`config.mk`:
```
export PLATFORM = sky130hd
export DESIGN_NAME = char_blitter
export DESIGN_NICKNAME = d
export VERILOG_FILES = /design/src/rtl/char_blitter.sv
export SDC_FILE = /design/constraint.sdc
export NUM_CORES = 1
export LEC_CHECK = 0
export CORE_ASPECT_RATIO = 0.8
export CORE_MARGIN = 10
export CORE_UTILIZATION = 34
export DETAILED_ROUTE_END_ITERATION = 10
export PLACE_DENSITY_LB_ADDON = 0.1
export SLEW_MARGIN = 20
export SYNTH_ARGS = -nofsm -noshare
export SYNTH_HDL_FRONTEND = slang
export SYNTH_SLANG_ARGS = --single-unit
```
`constraint.sdc`:
```
create_clock -name clk -period 3.8 [get_ports clk]
set_input_delay 0.38 -clock clk [delete_from_list [all_inputs] [get_ports clk]]
set_output_delay 0.38 -clock clk [all_outputs]
set_load 0.01 [all_outputs]
```
`src/rtl/char_blitter.sv`:
```
// Character blitter: fetches an 8x8 glyph from the bitmap ROM and writes it
// into the framebuffer one 8-pixel line per cycle.
module char_blitter #(
  parameter int unsigned COLS   = 80,
  parameter int unsigned ROWS   = 60,
  parameter int unsigned NCHARS = 40,
  parameter int unsigned FB_AW  = 16
) (
  input  logic             clk,
  input  logic             reset_n,
  input  logic             req_valid,
  output logic             req_ready,
  input  logic [5:0]       req_char,
  input  logic [6:0]       req_col,
  input  logic [5:0]       req_row,
  output logic             charprint,
  output logic [5:0]       character,
  input  logic [63:0]      vdata,
  output logic             fb_we,
  output logic [FB_AW-1:0] fb_addr,
  output logic [7:0]       fb_wdata,
  output logic             done,
  output logic             err
);

  localparam int unsigned LINES     = 8;
  localparam logic [7:0]  COLS_C    = 8'(COLS);
  localparam logic [6:0]  ROWS_C    = 7'(ROWS);
  localparam logic [6:0]  NCHARS_C  = 7'(NCHARS);
  localparam logic [2:0]  LAST_LINE = 3'(LINES - 1);

  typedef enum logic [2:0] {
    S_IDLE,
    S_CHECK,
    S_FETCH,
    S_LOAD,
    S_WRITE
  } state_t;

  state_t            state_q, state_d;
  logic [5:0]        char_q, char_d;
  logic [6:0]        col_q, col_d;
  logic [5:0]        row_q, row_d;
  logic              blank_q, blank_d;
  logic [63:0]       bitmap_q, bitmap_d;
  logic [2:0]        line_q, line_d;
  logic              charprint_q, charprint_d;
  logic [5:0]        character_q, character_d;
  logic              fb_we_q, fb_we_d;
  logic [FB_AW-1:0]  fb_addr_q, fb_addr_d;
  logic [7:0]        fb_wdata_q, fb_wdata_d;
  logic              done_q, done_d;
  logic              err_q, err_d;

  logic [63:0]       load_v;
  logic [63:0]       next_line_v;
  logic [FB_AW-1:0]  base_addr;
  logic              bad_cell;
  logic              blank_glyph;

  assign req_ready = (state_q == S_IDLE);

  // Address of line 0 of the target cell.
  assign base_addr   = FB_AW'(row_q) * FB_AW'(COLS * LINES) + FB_AW'(col_q);
  assign bad_cell    = ({1'b0, col_q} >= COLS_C) || ({1'b0, row_q} >= ROWS_C);
  assign blank_glyph = ({1'b0, char_q} >= NCHARS_C);

  always_comb begin
    state_d     = state_q;
    char_d      = char_q;
    col_d       = col_q;
    row_d       = row_q;
    blank_d     = blank_q;
    bitmap_d    = bitmap_q;
    line_d      = line_q;
    charprint_d = 1'b0;
    character_d = character_q;
    fb_we_d     = 1'b0;
    fb_addr_d   = fb_addr_q;
    fb_wdata_d  = fb_wdata_q;
    done_d      = 1'b0;
    err_d       = 1'b0;
    load_v      = blank_q ? 64'd0 : vdata;
    next_line_v = bitmap_q << {3'(line_q + 3'd1), 3'b000};

    case (state_q)
      S_IDLE: begin
        if (req_valid) begin
          char_d  = req_char;
          col_d   = req_col;
          row_d   = req_row;
          state_d = S_CHECK;
        end
      end
      S_CHECK: begin
        if (bad_cell) begin
          done_d  = 1'b1;
          err_d   = 1'b1;
          state_d = S_IDLE;
        end else if (blank_glyph) begin
          // Out-of-range glyph codes draw an empty cell without touching the ROM.
          blank_d = 1'b1;
          state_d = S_LOAD;
        end else begin
          blank_d     = 1'b0;
          charprint_d = 1'b1;
          character_d = char_q;
          state_d     = S_FETCH;
        end
      end
      S_FETCH: begin
        state_d = S_LOAD;
      end
      S_LOAD: begin
        bitmap_d   = load_v;
        line_d     = 3'd0;
        fb_we_d    = 1'b1;
        fb_wdata_d = load_v[63:56];
        fb_addr_d  = base_addr;
        state_d    = S_WRITE;
      end
      S_WRITE: begin
        if (line_q == LAST_LINE) begin
          done_d  = 1'b1;
          state_d = S_IDLE;
        end else begin
          line_d     = line_q + 3'd1;
          fb_we_d    = 1'b1;
          fb_wdata_d = next_line_v[63:56];
          fb_addr_d  = fb_addr_q + FB_AW'(COLS);
        end
      end
      default: state_d = S_IDLE;
    endcase
  end

  always_ff @(posedge clk) begin
    if (!reset_n) begin
      state_q     <= S_IDLE;
      char_q      <= '0;
      col_q       <= '0;
      row_q       <= '0;
      blank_q     <= 1'b0;
      bitmap_q    <= '0;
      line_q      <= '0;
      charprint_q <= 1'b0;
      character_q <= '0;
      fb_we_q     <= 1'b0;
      fb_addr_q   <= '0;
      fb_wdata_q  <= '0;
      done_q      <= 1'b0;
      err_q       <= 1'b0;
    end else begin
      state_q     <= state_d;
      char_q      <= char_d;
      col_q       <= col_d;
      row_q       <= row_d;
      blank_q     <= blank_d;
      bitmap_q    <= bitmap_d;
      line_q      <= line_d;
      charprint_q <= charprint_d;
      character_q <= character_d;
      fb_we_q     <= fb_we_d;
      fb_addr_q   <= fb_addr_d;
      fb_wdata_q  <= fb_wdata_d;
      done_q      <= done_d;
      err_q       <= err_d;
    end
  end

  assign charprint = charprint_q;
  assign character = character_q;
  assign fb_we     = fb_we_q;
  assign fb_addr   = fb_addr_q;
  assign fb_wdata  = fb_wdata_q;
  assign done      = done_q;
  assign err       = err_q;

endmodule

```
# Yosys cells after proc, flatten, opt, wreduce, memory -nomap -nowiden
# Index checks and enable logic that the tools add are counted.
[totals]
n_memories = 0
wordCells = 63
register_bits = 124
latchBits = 0
romBits = 0
mem_bits_rw = 0
[op_classes]
reduce_logical = 10
shifts = 1
n_bitwise = 4
div = 0
n_mux = 19
eq_ne = 8
addsub = 3
multipliers = 1
magnitude_cmp = 3
[op_table]
columns = ["cell", "n"]
rows = [
  ["64-bit 2-to-1 mux", 1],
  ["64-bit by 6-bit << shifter with 64-bit output", 1],
  ["16-bit case mux with 2 select lines", 1],
  ["16-bit by 7-bit adder with 16-bit output", 1],
  ["16-bit by 7-bit adder with 16-bit output, second input constant", 1],
  ["16-bit 2-to-1 mux", 1],
  ["8-bit case mux with 2 select lines", 1],
  ["3-bit case mux with 5 select lines", 1],
  ["6-bit >= comparator, second input constant", 2],
  ["2-bit AND reduction", 5],
  ["6-bit by 3-bit multiplier with 9-bit output, second input constant", 1],
  ["3-bit 2-to-1 mux", 3],
  ["8-bit 2-to-1 mux", 1],
  ["7-bit >= comparator, second input constant", 1],
  ["3-bit by 2-bit == test with 1-bit output, second input constant", 2],
  ["3-bit == test, second input constant", 2],
  ["1-bit 2-to-1 mux", 6],
  ["2-bit != test, second input constant", 3],
  ["3-bit case mux with 2 select lines", 1],
  ["1-bit NOT", 4],
  ["1-bit case mux with 2 select lines", 2],
  ["3-bit by 1-bit adder with 3-bit output, second input constant", 1],
  ["3-bit by 1-bit == test with 1-bit output, second input constant", 1],
  ["3-bit logical NOT", 1],
  ["other kinds (5)", 5],
]

# Logic depth before layout (Yosys ltp)
# Gate-level depths: netlist of run 1.
[logic_depth]
ltp_word = 4
mapped_depth = 8
ltp_nobuf = 7

# Worst setup path before layout of run 1
# Ideal clock, no wire load.
[synth_path]
kind = "flip-flop to flip-flop"
from = "register line_q[0]"
to = "register fb_addr_q[15] (netlist: fb_addr[15])"
setup_ns = 0.133
path_buffers = 2
arrival_ns = 1.922
period_less_slack_ns = 2.055
stages_incl_launch_ff = 9
path_slack_ns = 1.745
cell_sequence = "dfxtp_1 > ha_1 > ha_1 > or4b_4 > buf_6 > and2_1 > buf_6 > o311ai_1 > a31oi_1"
[synth_via]
elab_chain_len = 3
[synth_lines]
columns = ["item", "line", "rtl"]
rows = [
  ["start: declaration", "46", "logic [2:0] line_q, line_d;"],
  ["start signal: assignment", "160", "line_q <= line_d;"],
  ["3-bit == test", "123", "if (line_q == LAST_LINE) begin"],
  ["2-bit != test (no source line)", "n/a", ""],
  ["2-bit AND reduction (no source line)", "n/a", ""],
  ["end signal: assignment", "164", "fb_addr_q <= fb_addr_d;"],
  ["end: declaration", "50", "logic [FB_AW-1:0] fb_addr_q, fb_addr_d;"],
]
# No other way between the ends.
# A chain may end at the register's enable or synchronous reset.

# Worst setup path in the final report of run 1
[layout_path]
from = "register line_q[0]"
to = "register fb_wdata_q[4] (netlist: fb_wdata[4])"
[layout_via]
elab_chain_len = 4
[layout_lines]
columns = ["item", "line", "rtl"]
rows = [
  ["3-bit by 1-bit adder with 3-bit output", "84", "next_line_v = bitmap_q << {3'(line_q + 3'd1), 3'b000};"],
  ["64-bit by 6-bit << shifter with 64-bit output", "84", ""],
  ["8-bit 2-to-1 mux", "123", ""],
  ["8-bit case mux with 2 select lines", "86", "case (state_q)"],
  ["end signal: assignment", "165", "fb_wdata_q <= fb_wdata_d;"],
  ["end: declaration", "51", "logic [7:0] fb_wdata_q, fb_wdata_d;"],
]
# Parallel ways exist; a longest one is shown, timed or not. The select of a mux whose other input is x is not followed.

==> impl_results.md, run 1 <==
- Status: complete, no violations
- PwrDens: between 400 and 500 nW/um^2
- Die ar.: about 22000 sq um
- Max-Cap Viols: 0
- Clock sinks: around 120
- Kind of critical path: reg2reg
- Post-Synthesis Cells: around 670
- Sequential-to-total area share from yosys stat: 44.0%
- Crit path DAT: 2520 ps
- Initial drt markers: 402
- All-layer global routing usage: approximately 16%
- Top FF cell, synth: dfxtp_1
- Clock skew: around 5.5 ps
- CP startpoint kind: flip-flop
- # IOs: 121
- CP Launch Point: line_q[0]
- Post-detail-place hpwl: approximately 13000 um
- Die height: 135 um
- Layout cells sized above 1: approximately 6.3%
- Post-synthesis cell area: about 5600 sq um
- Core Footprint: between 15000 and 20000 sq um
- Remaining DRCs: 0
- Worst Tran Pin Value: 804 ps
- Post-Layout Cell Count: between 900 and 1000
- Setup TNS: 0 ps
- Critical Path End: fb_wdata[4]
- Htree depth: 4
- CP max FO: 14
- Nets: approximately 860
- Via density: between 5 and 6
- # hold bufs at CTS: 0
- Crit. End Element: flip-flop
- Syn Nets: roughly 770
- CTS tree: built
- CTS buffer count: 17
- IO buf count: 120
- Worst-Skew Late Latency: about 400 ps
- Most frequent cells in the layout: nand2_1 (132), dfxtp_1 (124), clkdlybuf4s50_1 (120)
- Register bit total from synthesis: roughly 120
- Number of enable flip-flop cells after synthesis: 0
- R2R Path Start: line_q[0]
- Synth unique cells: 43
- Async SR Flop Fraction: 0%
- Clock tree root driver cell: clkbuf_16
- Largest net degree at the start of global routing: 60
- Die W: about 160 um
- Worst EP required: slightly above 4000 ps
- Gr ovfl total: 0
- Syn Area/Cell: between 8 and 9 sq um
- DR vias: between 5000 and 6000
- Rows: between 40 and 50
- R2r worst-path depth: 5
- Setup violators final: 0
- Synthesis-to-finish area growth: 33.3%
- Worst reg2reg path endpoint: fb_wdata[4]
- F_max: between 400 and 500 MHz
- Commonest non-fill, non-tap cell in the layout: nand2_1
- Wire length reported by the detailed router: 17700 um
- Post-CTS Setup Bufs: 0
- Max VDD drop: 0.000310 V
- Worst slew margin: a little under half
- Inserted Diodes: 0
- Gpl congestion: ~0.83
- DR pass1 iterations: 5
- Fin. max-slew vios: 0
- Per-cell routed wire length: approximately 18 um
- Initial Util: between 30% and 40%
- Hold Path Class: reg2reg
- Min Tclk post-route: 2230 ps
- Final hold violations: 0
- Tcrit/Tclk final: about three fifths
- Fill cells: roughly 1600
- First-pass GRT wire length: 28400 um
- Flop-to-flop setup slack: between 1500 and 2000 ps
- Post-CTS Resized: 0
- Initial antenna violation count: 0
- Placed cells: about 960
- CTS clk-pin slew, worst paths: around 60 ps
- Max clock buf depth: 2
- Leak pwr: 2.54 nW
- YS warnings: 0
- Detail Route Antenna Nets: 0
- Vias in the first global route: between 5000 and 6000
- RSZ-0062 raised after global routing: no
kinds of logic after synthesis:
kind of cell | after synthesis | share of synthesized area, %
AO/OA/AOI/OAI | 170 | 16.8
XOR/XNOR | 1 | 0.155
flip-flops | 124 | 44.0
buffers and inverters | 59 | 4.46
adder cells (fa/ha/maj) | 12 | 2.79
AND/OR/NAND/NOR | 270 | 24.9
multiplexers | 32 | 7.01
cells in the mapped netlist (all sizes together) (2+ instances only):
library cell	instances	area (sq um)
o31ai	2	15.0
ha	11	138
and2	5	31.3
or2	2	12.5
a31oi	18	113
buf	14	82.6
clkbuf	42	158
a211oi	6	45.0
nor3	5	25.0
nand4	3	18.8
mux2i	26	260
nand3b	73	548
or4	2	15.0
o21ai	22	110
a22oi	7	52.6
nor3b	6	45.0
o21a	2	15.0
inv	2	7.51
and3	3	18.8
a21boi	2	15.0
dfxtp	124	2480
a21oi	103	515
or3b	2	17.5
nand3	11	55.1
nand2	132	495
a311oi	2	17.5
mux4	6	135
nor2	21	78.8
nor2b	2	12.5
worst max-delay path, stage by stage (launching register included):
cell	delay [ps]
dfxtp_1	310
ha_1	770
mux4_2	610
nor3b_1	160
a31oi_1	160
a31oi_1	100
registers in the layout (all words and copies together) (netlist names):
register   flops
character      6
err            1
row_q          6
blank_q        1
char_q         6
state_q        3
col_q          7
done           1
line_q         3
bitmap_q      64
fb_we          1
charprint      1
fb_addr       16
fb_wdata       8
worst min path at each step:
stage                         to  cells after the start    startpoint
floorplan            bitmap_q[4]                      2   bitmap_q[4]
global placement    bitmap_q[63]                      2  bitmap_q[63]
detailed placement  bitmap_q[28]                      2  bitmap_q[28]
CTS                 bitmap_q[28]                      2  bitmap_q[28]
global route        bitmap_q[13]                      2  bitmap_q[13]
finish              bitmap_q[12]                      2  bitmap_q[12]
final cells by class:
type                       count  area [sq um]  area share (%)
multi-input combinational    485          2920            38.8
tap                          220           275            3.66
timing repair buffer         129          1270            16.9
sequential                   124          2480            33.0
clock inverter                 7          90.1            1.20
inverter                       3          12.5           0.166
clock buffer                  24           472            6.27
power breakdown:
part	internal, mW	switching (mW)	total [mW]
sequential	1.35	0.0390	1.39
clock	0.992	0.567	1.56
combinational	0.168	0.160	0.327
metal layers:
layer / track usage [%] / vias up / part of all wire (%)
li1: - / 2537 / -
met4: 3.77 / 0 / 0.53
met5: 0 / - / 0
met3: 6.62 / 7 / 7.4
met1: 22.1 / 2440 / 50
met2: 22.7 / 132 / 42
metrics by stage:
step	setup WS, ps	power, mW	hold slack [ps]	area (sq um)	utilization (%)
floorplan	1740	1.56	429	5640	-
global placement	1640	1.73	443	6960	42.4
detailed placement	1590	1.74	444	6960	42.4
CTS	1570	3.30	453	7520	45.8
global route	1400	3.39	470	7520	45.9
finish	1570	3.27	450	7520	45.9
No activity file was read; power rests on OpenSTA's default activity.
==> inputs of run 2 (changes only) <==
- clock period: 3.8 -> 2.1 ns (I/O delays scaled with it)
==> run 2 against run 1 <==
Compared with the run above: clock-buffer cell count stayed put; combinational power increased by 90%; final cell count is 1.2% higher; total power is 82% higher; first-iteration DRC count down 19%; clock power increased by 81%; core utilization rose by 1.0 points; global-route usage decreased by 0.20 points.
==> impl_results.md, run 2 (synthesis gave the netlist of run 1 again) <==
- Status: complete, no violations
- Initial antenna violation count: 0 (unchanged)
- Gr ovfl total: 0 (unchanged)
- R2r worst-path depth: 5 (unchanged)
- CTS buffer count: 17 (unchanged)
- Most flop-heavy register: bitmap_q
- WP depth: 5 (unchanged)
- Htree depth: 4 (unchanged)
- Most frequent cells in the layout: nand2_1 (131), dfxtp_1 (124), clkdlybuf4s50_1 (120)
- Crit-path slowest cell: or4b_4
- Worst slew margin: 69.1% (+23 points)
- Largest net degree at the start of global routing: 80 (+33%)
- Worst-Skew Late Latency: 410 ps (about the same)
- Remaining DRCs: 0 (unchanged)
- Family with the most delay on the worst path: simple AND/OR/NAND/NOR gates
- R2R Path Start: line_q[0]
- CTS clk-pin slew, worst paths: 50 ps (about the same)
- Max incr delay on CP: 590 ps (-180 ps)
- PwrDens: 774 nW/um^2 (+78%)
- Wire length reported by the detailed router: 17300 um (-2.2%)
- Die ar.: 22200 sq um (unchanged)
- Layout cells sized above 1: 8.93% (+2.6 points)
- Fin. max-slew vios: 0 (unchanged)
- Tcrit/Tclk final: 96.7% (+38 points)
- Per-cell routed wire length: 17.2 um (-3.4%)
- All-layer global routing usage: 15.8% (-0.20 points)
- # IOs: 121 (unchanged)
- DR vias: 5113 (-0.059%)
- RSZ-0062 raised after global routing: no
- Flop-to-flop setup slack: 70 ps (-1500 ps)
- Critical Path End: fb_addr[15]
- Kind of critical path: reg2reg
- Setup TNS: 0 ps (unchanged)
- Max clock buf depth: 2 (unchanged)
- CP startpoint kind: flip-flop
- Max VDD drop: 0.000514 V (+66%)
- Crit-path cells: ha_1, ha_2, or4b_4, or4_1, a31oi_1
- CTS tree: built
- F_max: 492 MHz (+9.9%)
- Clock skew: 7.87 ps (+2.39 ps)
- CP Launch Point: line_q[0]
- Worst Tran Pin Value: 462 ps (-342 ps)
- Hold Path Class: in2reg
- IO buf count: 120 (unchanged)
- Final Worst Setup Slack: 68.4 ps (-1500 ps)
- DR pass1 iterations: 5 (unchanged)
- Synthesis-to-finish area growth: 36.2%
- Commonest non-fill, non-tap cell in the layout: nand2_1
- Core Footprint: 16400 sq um (unchanged)
- Max-Cap Viols: 0 (unchanged)
- Gpl congestion: 0.826 (-0.59%)
- Max reg flops: 64 (unchanged)
- Worst EP required: 2440 ps (-1650 ps)
- Setup violators final: 0 (unchanged)
- Inserted Diodes: 0 (unchanged)
- Crit path DAT: 2370 ps (-150 ps)
- Setup slack after placement: 28.8 ps (-1560 ps)
- Leak pwr: 2.64 nW (+3.8%)
- Via density: 5.09 (-1.3%)
- Clock tree root driver cell: clkbuf_16
- Buffers and inverters on the worst path: 0 (unchanged)
- Initial drt markers: 325 (-19%)
- Min Tclk post-route: 2030 ps (-200 ps)
- Crit. End Element: flip-flop
- Rows: 42 (unchanged)
- Die height: 135 um (unchanged)
- Detail Route Antenna Nets: 0 (unchanged)
- Post-detail-place hpwl: 12500 um (-1.1%)
- First-pass GRT wire length: 27800 um (-2.3%)
- Initial Util: 34.4% (unchanged)
- Final hold violations: 0 (unchanged)
- Vias in the first global route: 5176 (-0.077%)
- Die W: 164 um (unchanged)
- Nets: 875 (+2.0%)
- Clock sinks: 124 (unchanged)
- CP max FO: 8 (-6)
- Worst reg2reg path endpoint: fb_addr[15]
-- run 2: changes by cell type in the layout (fill, tap and decap cells not counted), moves of 2 or more --
cell        previous run  this run
buf_4                  9        23
buf_6                  0         2
clkbuf_1               5         2
clkbuf_8               2         5
clkinv_2               4         1
clkinvlp_4             2         0
-- run 2: layout make-up --
| class | count | area [sq um] |
|---|---|---|
| well taps | 220 | 275 |
| clock buffers | 24 | 502 |
| clock inverters | 2 | 60.1 |
| flip-flops and latches | 124 | 2480 |
| multi-input cells | 485 | 2940 |
| fillers | 1597 | 8710 |
| inverters | 3 | 12.5 |
| repair buffers | 146 | 1420 |
-- run 2: stage by stage --
step                utilization (%)  cell area (sq um)  std cells  hold WS, ps  power [mW]
global route                   46.9               7690       1004          329        6.20
detailed placement             43.2               7090        977          444        3.17
global placement               43.2               7090        977          441        3.16
CTS                            46.7               7650       1003          326        6.02
finish                         46.9               7690       1004          348        5.95
floorplan                         -               5640        668          346        2.83
-- run 2: how the worst min path moves through the flow --
| stage | startpoint | endpoint | slack, ps | cells past startpoint |
|---|---|---|---|---|
| detailed placement | bitmap_q[53] | bitmap_q[53] | 440 | 2 |
| finish | req_row[4] | row_q[4] | 350 | 3 |
| CTS | req_row[4] | row_q[4] | 330 | 3 |
| floorplan | req_char[0] | char_q[0] | 350 | 2 |
| global route | req_row[4] | row_q[4] | 330 | 3 |
| global placement | bitmap_q[45] | bitmap_q[45] | 440 | 2 |
-- run 2: layer usage --
layer / vias to the layer above / GRT usage, % / part of all wire [%]
met2: 128 / 22.9 / 42
met5: - / 0 / 0
met1: 2396 / 21.9 / 50
met4: 0 / 4.66 / 1.0
li1: 2572 / - / -
met3: 17 / 5.19 / 7.0
-- run 2: repair_timing --
action | CTS | global route
resized for setup | 0 | 8
setup endpoints to repair | 0 | 7
hold buffers | 0 | 0
buffers inserted | 0 | 1
-- run 2: where the power goes --
group	internal, mW	switching [mW]	total (mW)
logic	0.326	0.293	0.620
registers	2.44	0.0655	2.50
clock network	1.86	0.966	2.83
total	4.63	1.33	5.95
-- run 2: worst register-to-register path, stage by stage, from the launching register on --
cell and delay, ps:
dfxtp_1 310, ha_1 190, ha_2 190, or4b_4 590, or4_1 530, a31oi_1 150
==> inputs of run 3 (changes only) <==
- HOLD_SLACK_MARGIN: default -> 0.15
- clock period: 2.1 -> 2.5 ns (I/O delays scaled with it)
==> run 3 against run 2 <==
Compared with the run above: routed wire length increased by 0.28%; combinational power down 18%; hold slack better by 29 ps; sequential share of layout area is 0.18 points higher; maximum frequency decreased by 5.3%; clock power shrank 7.8%; largest power group unchanged; die area unchanged; final cell count fell by 0.40%; critical path type unchanged.
==> impl_results.md, run 3 (synthesis gave the netlist of run 1 again) <==
- Tcrit/Tclk final: 85.8% (-11 points)
- Die height: 135 um (unchanged)
- Initial Util: 34.4% (unchanged)
- Leak pwr: 2.62 nW (-1.0%)
- Min Tclk post-route: 2140 ps (+113 ps)
- PwrDens: 682 nW/um^2 (-12%)
- Synthesis-to-finish area growth: 35.5%
- Crit-path cells: ha_1, ha_1, or4b_4, and2_1, o311ai_1, a31oi_1
- Switching Fraction: 22.9% (+0.68 points)
- Max incr delay on CP: 560 ps (-30 ps)
- Rows: 42 (unchanged)
- Crit-path slowest cell: or4b_4
- Fill cells: 1594 (-0.19%)
- Max reg flops: 64 (unchanged)
- Wire length reported by the detailed router: 17400 um (+0.28%)
- Most flop-heavy register: bitmap_q
- Commonest non-fill, non-tap cell in the layout: nand2_1
- Int Power: 4.02 mW (-13%)
- Most frequent cells in the layout: nand2_1 (132), dfxtp_1 (124), clkdlybuf4s50_1 (120)
- Max VDD drop: 0.000449 V (-13%)
- IO buf count: 120 (unchanged)
- # IOs: 121 (unchanged)
- Post-CTS Setup Bufs: 0 (unchanged)
- Crit path DAT: 2440 ps (+70 ps)
- Crit. End Element: flip-flop
- CP max FO: 9 (+1)
- P_sw: 1.20 mW (-9.6%)
- Worst EP required: 2800 ps (+360 ps)
- Hold Path Class: in2reg
- Initial drt markers: 315 (-3.1%)
- Max-Cap Viols: 0 (unchanged)
- Post-detail-place hpwl: 12300 um (-1.6%)
- Worst-Skew Late Latency: 420 ps (about the same)
- Layout cells sized above 1: 7.69% (-1.2 points)
- CP startpoint kind: flip-flop
- DR vias: 5177 (+1.3%)
- Largest net degree at the start of global routing: 73 (-8.8%)
- First-pass GRT wire length: 27800 um (+0.17%)
- Post-CTS Resized: 0 (unchanged)
- Gate power share: 9.7% (-0.7 points)
- DR pass1 iterations: 4 (-1)
- F_max: 466 MHz (-5.3%)
- Status: complete, no violations
- Total Power: 5.22 mW (-12%)
- Core Footprint: 16400 sq um (unchanged)
- Clock skew: 7.97 ps (+0.102 ps)
- Final hold violations: 0 (unchanged)
- Clock sinks: 124 (unchanged)
- All-layer global routing usage: 15.8% (-0.059 points)
- Nets: 865 (-1.1%)
- CTS buffer count: 17 (unchanged)
- Clock tree root driver cell: clkbuf_16
- Gpl congestion: 0.807 (-2.3%)
- Power share of the clock group: 50.1% (+2.6 points)
- Worst slew margin: 52.1% (-17 points)
- Htree depth: 4 (unchanged)
- Setup violators final: 0 (unchanged)
- Part of the power in registers: 40.2% (-1.9 points)
- Inserted Diodes: 0 (unchanged)
- CTS tree: built
- Max clock buf depth: 2 (unchanged)
- Setup TNS: 0 ps (unchanged)
- RSZ-0062 raised after global routing: no
- Fin. max-slew vios: 0 (unchanged)
- Vias in the first global route: 5118 (-1.1%)
- Detail Route Antenna Nets: 0 (unchanged)
- Worst Tran Pin Value: 719 ps (+256 ps)
- Per-cell routed wire length: 17.4 um (+0.68%)
- Remaining DRCs: 0 (unchanged)
- CTS clk-pin slew, worst paths: 60 ps (about the same)
- Crit-path most repeated cell: ha_1
- Via density: 5.18 (+1.7%)
- Die W: 164 um (unchanged)
- Die ar.: 22200 sq um (unchanged)
- # hold bufs at CTS: 0 (unchanged)
- Initial antenna violation count: 0 (unchanged)
- Kind of critical path: reg2reg
- Gr ovfl total: 0 (unchanged)
==> run 3: worst paths after layout <==
check,from,to,slack [ps],depth (start not counted)
setup / recovery,line_q[0],fb_addr[15],360,6
setup reg to reg,line_q[0],fb_addr[15],360,6
hold / removal,req_row[4],row_q[4],380,3
hold reg to reg,bitmap_q[6],bitmap_q[6],450,2
==> run 3: final cells by class <==
class	count	area, sq um	share of cell area [%]
Clock buffer	21	460	6.02
Multi-Input combinational cell	485	2920	38.1
Clock inverter	11	166	2.18
Tap cell	220	275	3.60
Sequential cell	124	2480	32.5
Inverter	3	12.5	0.164
Timing Repair Buffer	136	1330	17.4
==> run 3: power groups by stage <==
stage	clock network [mW]	logic (mW)	registers [mW]
after detailed placement	0	0.509	2.14
after CTS	2.66	0.512	2.10
after floorplan	0	0.248	2.13
after global routing	2.75	0.558	2.11
final	2.61	0.507	2.10
after global placement	0	0.501	2.14
==> run 3: layer usage <==
layer | wire length, um | global-route usage [%] | vias to the layer above
met1 | 8630 | 22.0 | 2440
met4 | 136 | 5.20 | 0
met3 | 1300 | 5.38 | 18
li1 | - | - | 2565
met5 | 0 | 0 | -
met2 | 7290 | 22.1 | 154
==> run 3: through the flow <==
| step | instance area [sq um] | util [%] | hold slack, ps | instances | worst slack, ps |
|---|---|---|---|---|---|
| floorplan | 5640 | - | 386 | 668 | 445 |
| global placement | 7020 | 42.8 | 440 | 968 | 428 |
| detailed placement | 7020 | 42.8 | 446 | 968 | 364 |
| CTS | 7650 | 46.6 | 365 | 1000 | 361 |
| global route | 7650 | 46.6 | 384 | 1000 | 194 |
| finish | 7650 | 46.6 | 377 | 1000 | 355 |
==> run 3: worst max-delay path, delay by kind of cell, from the launching register on <==
family	cells	cell delay (ps)
simple gates	2	870
flops	1	310
compound gates	2	440
fa+ha+maj	2	410
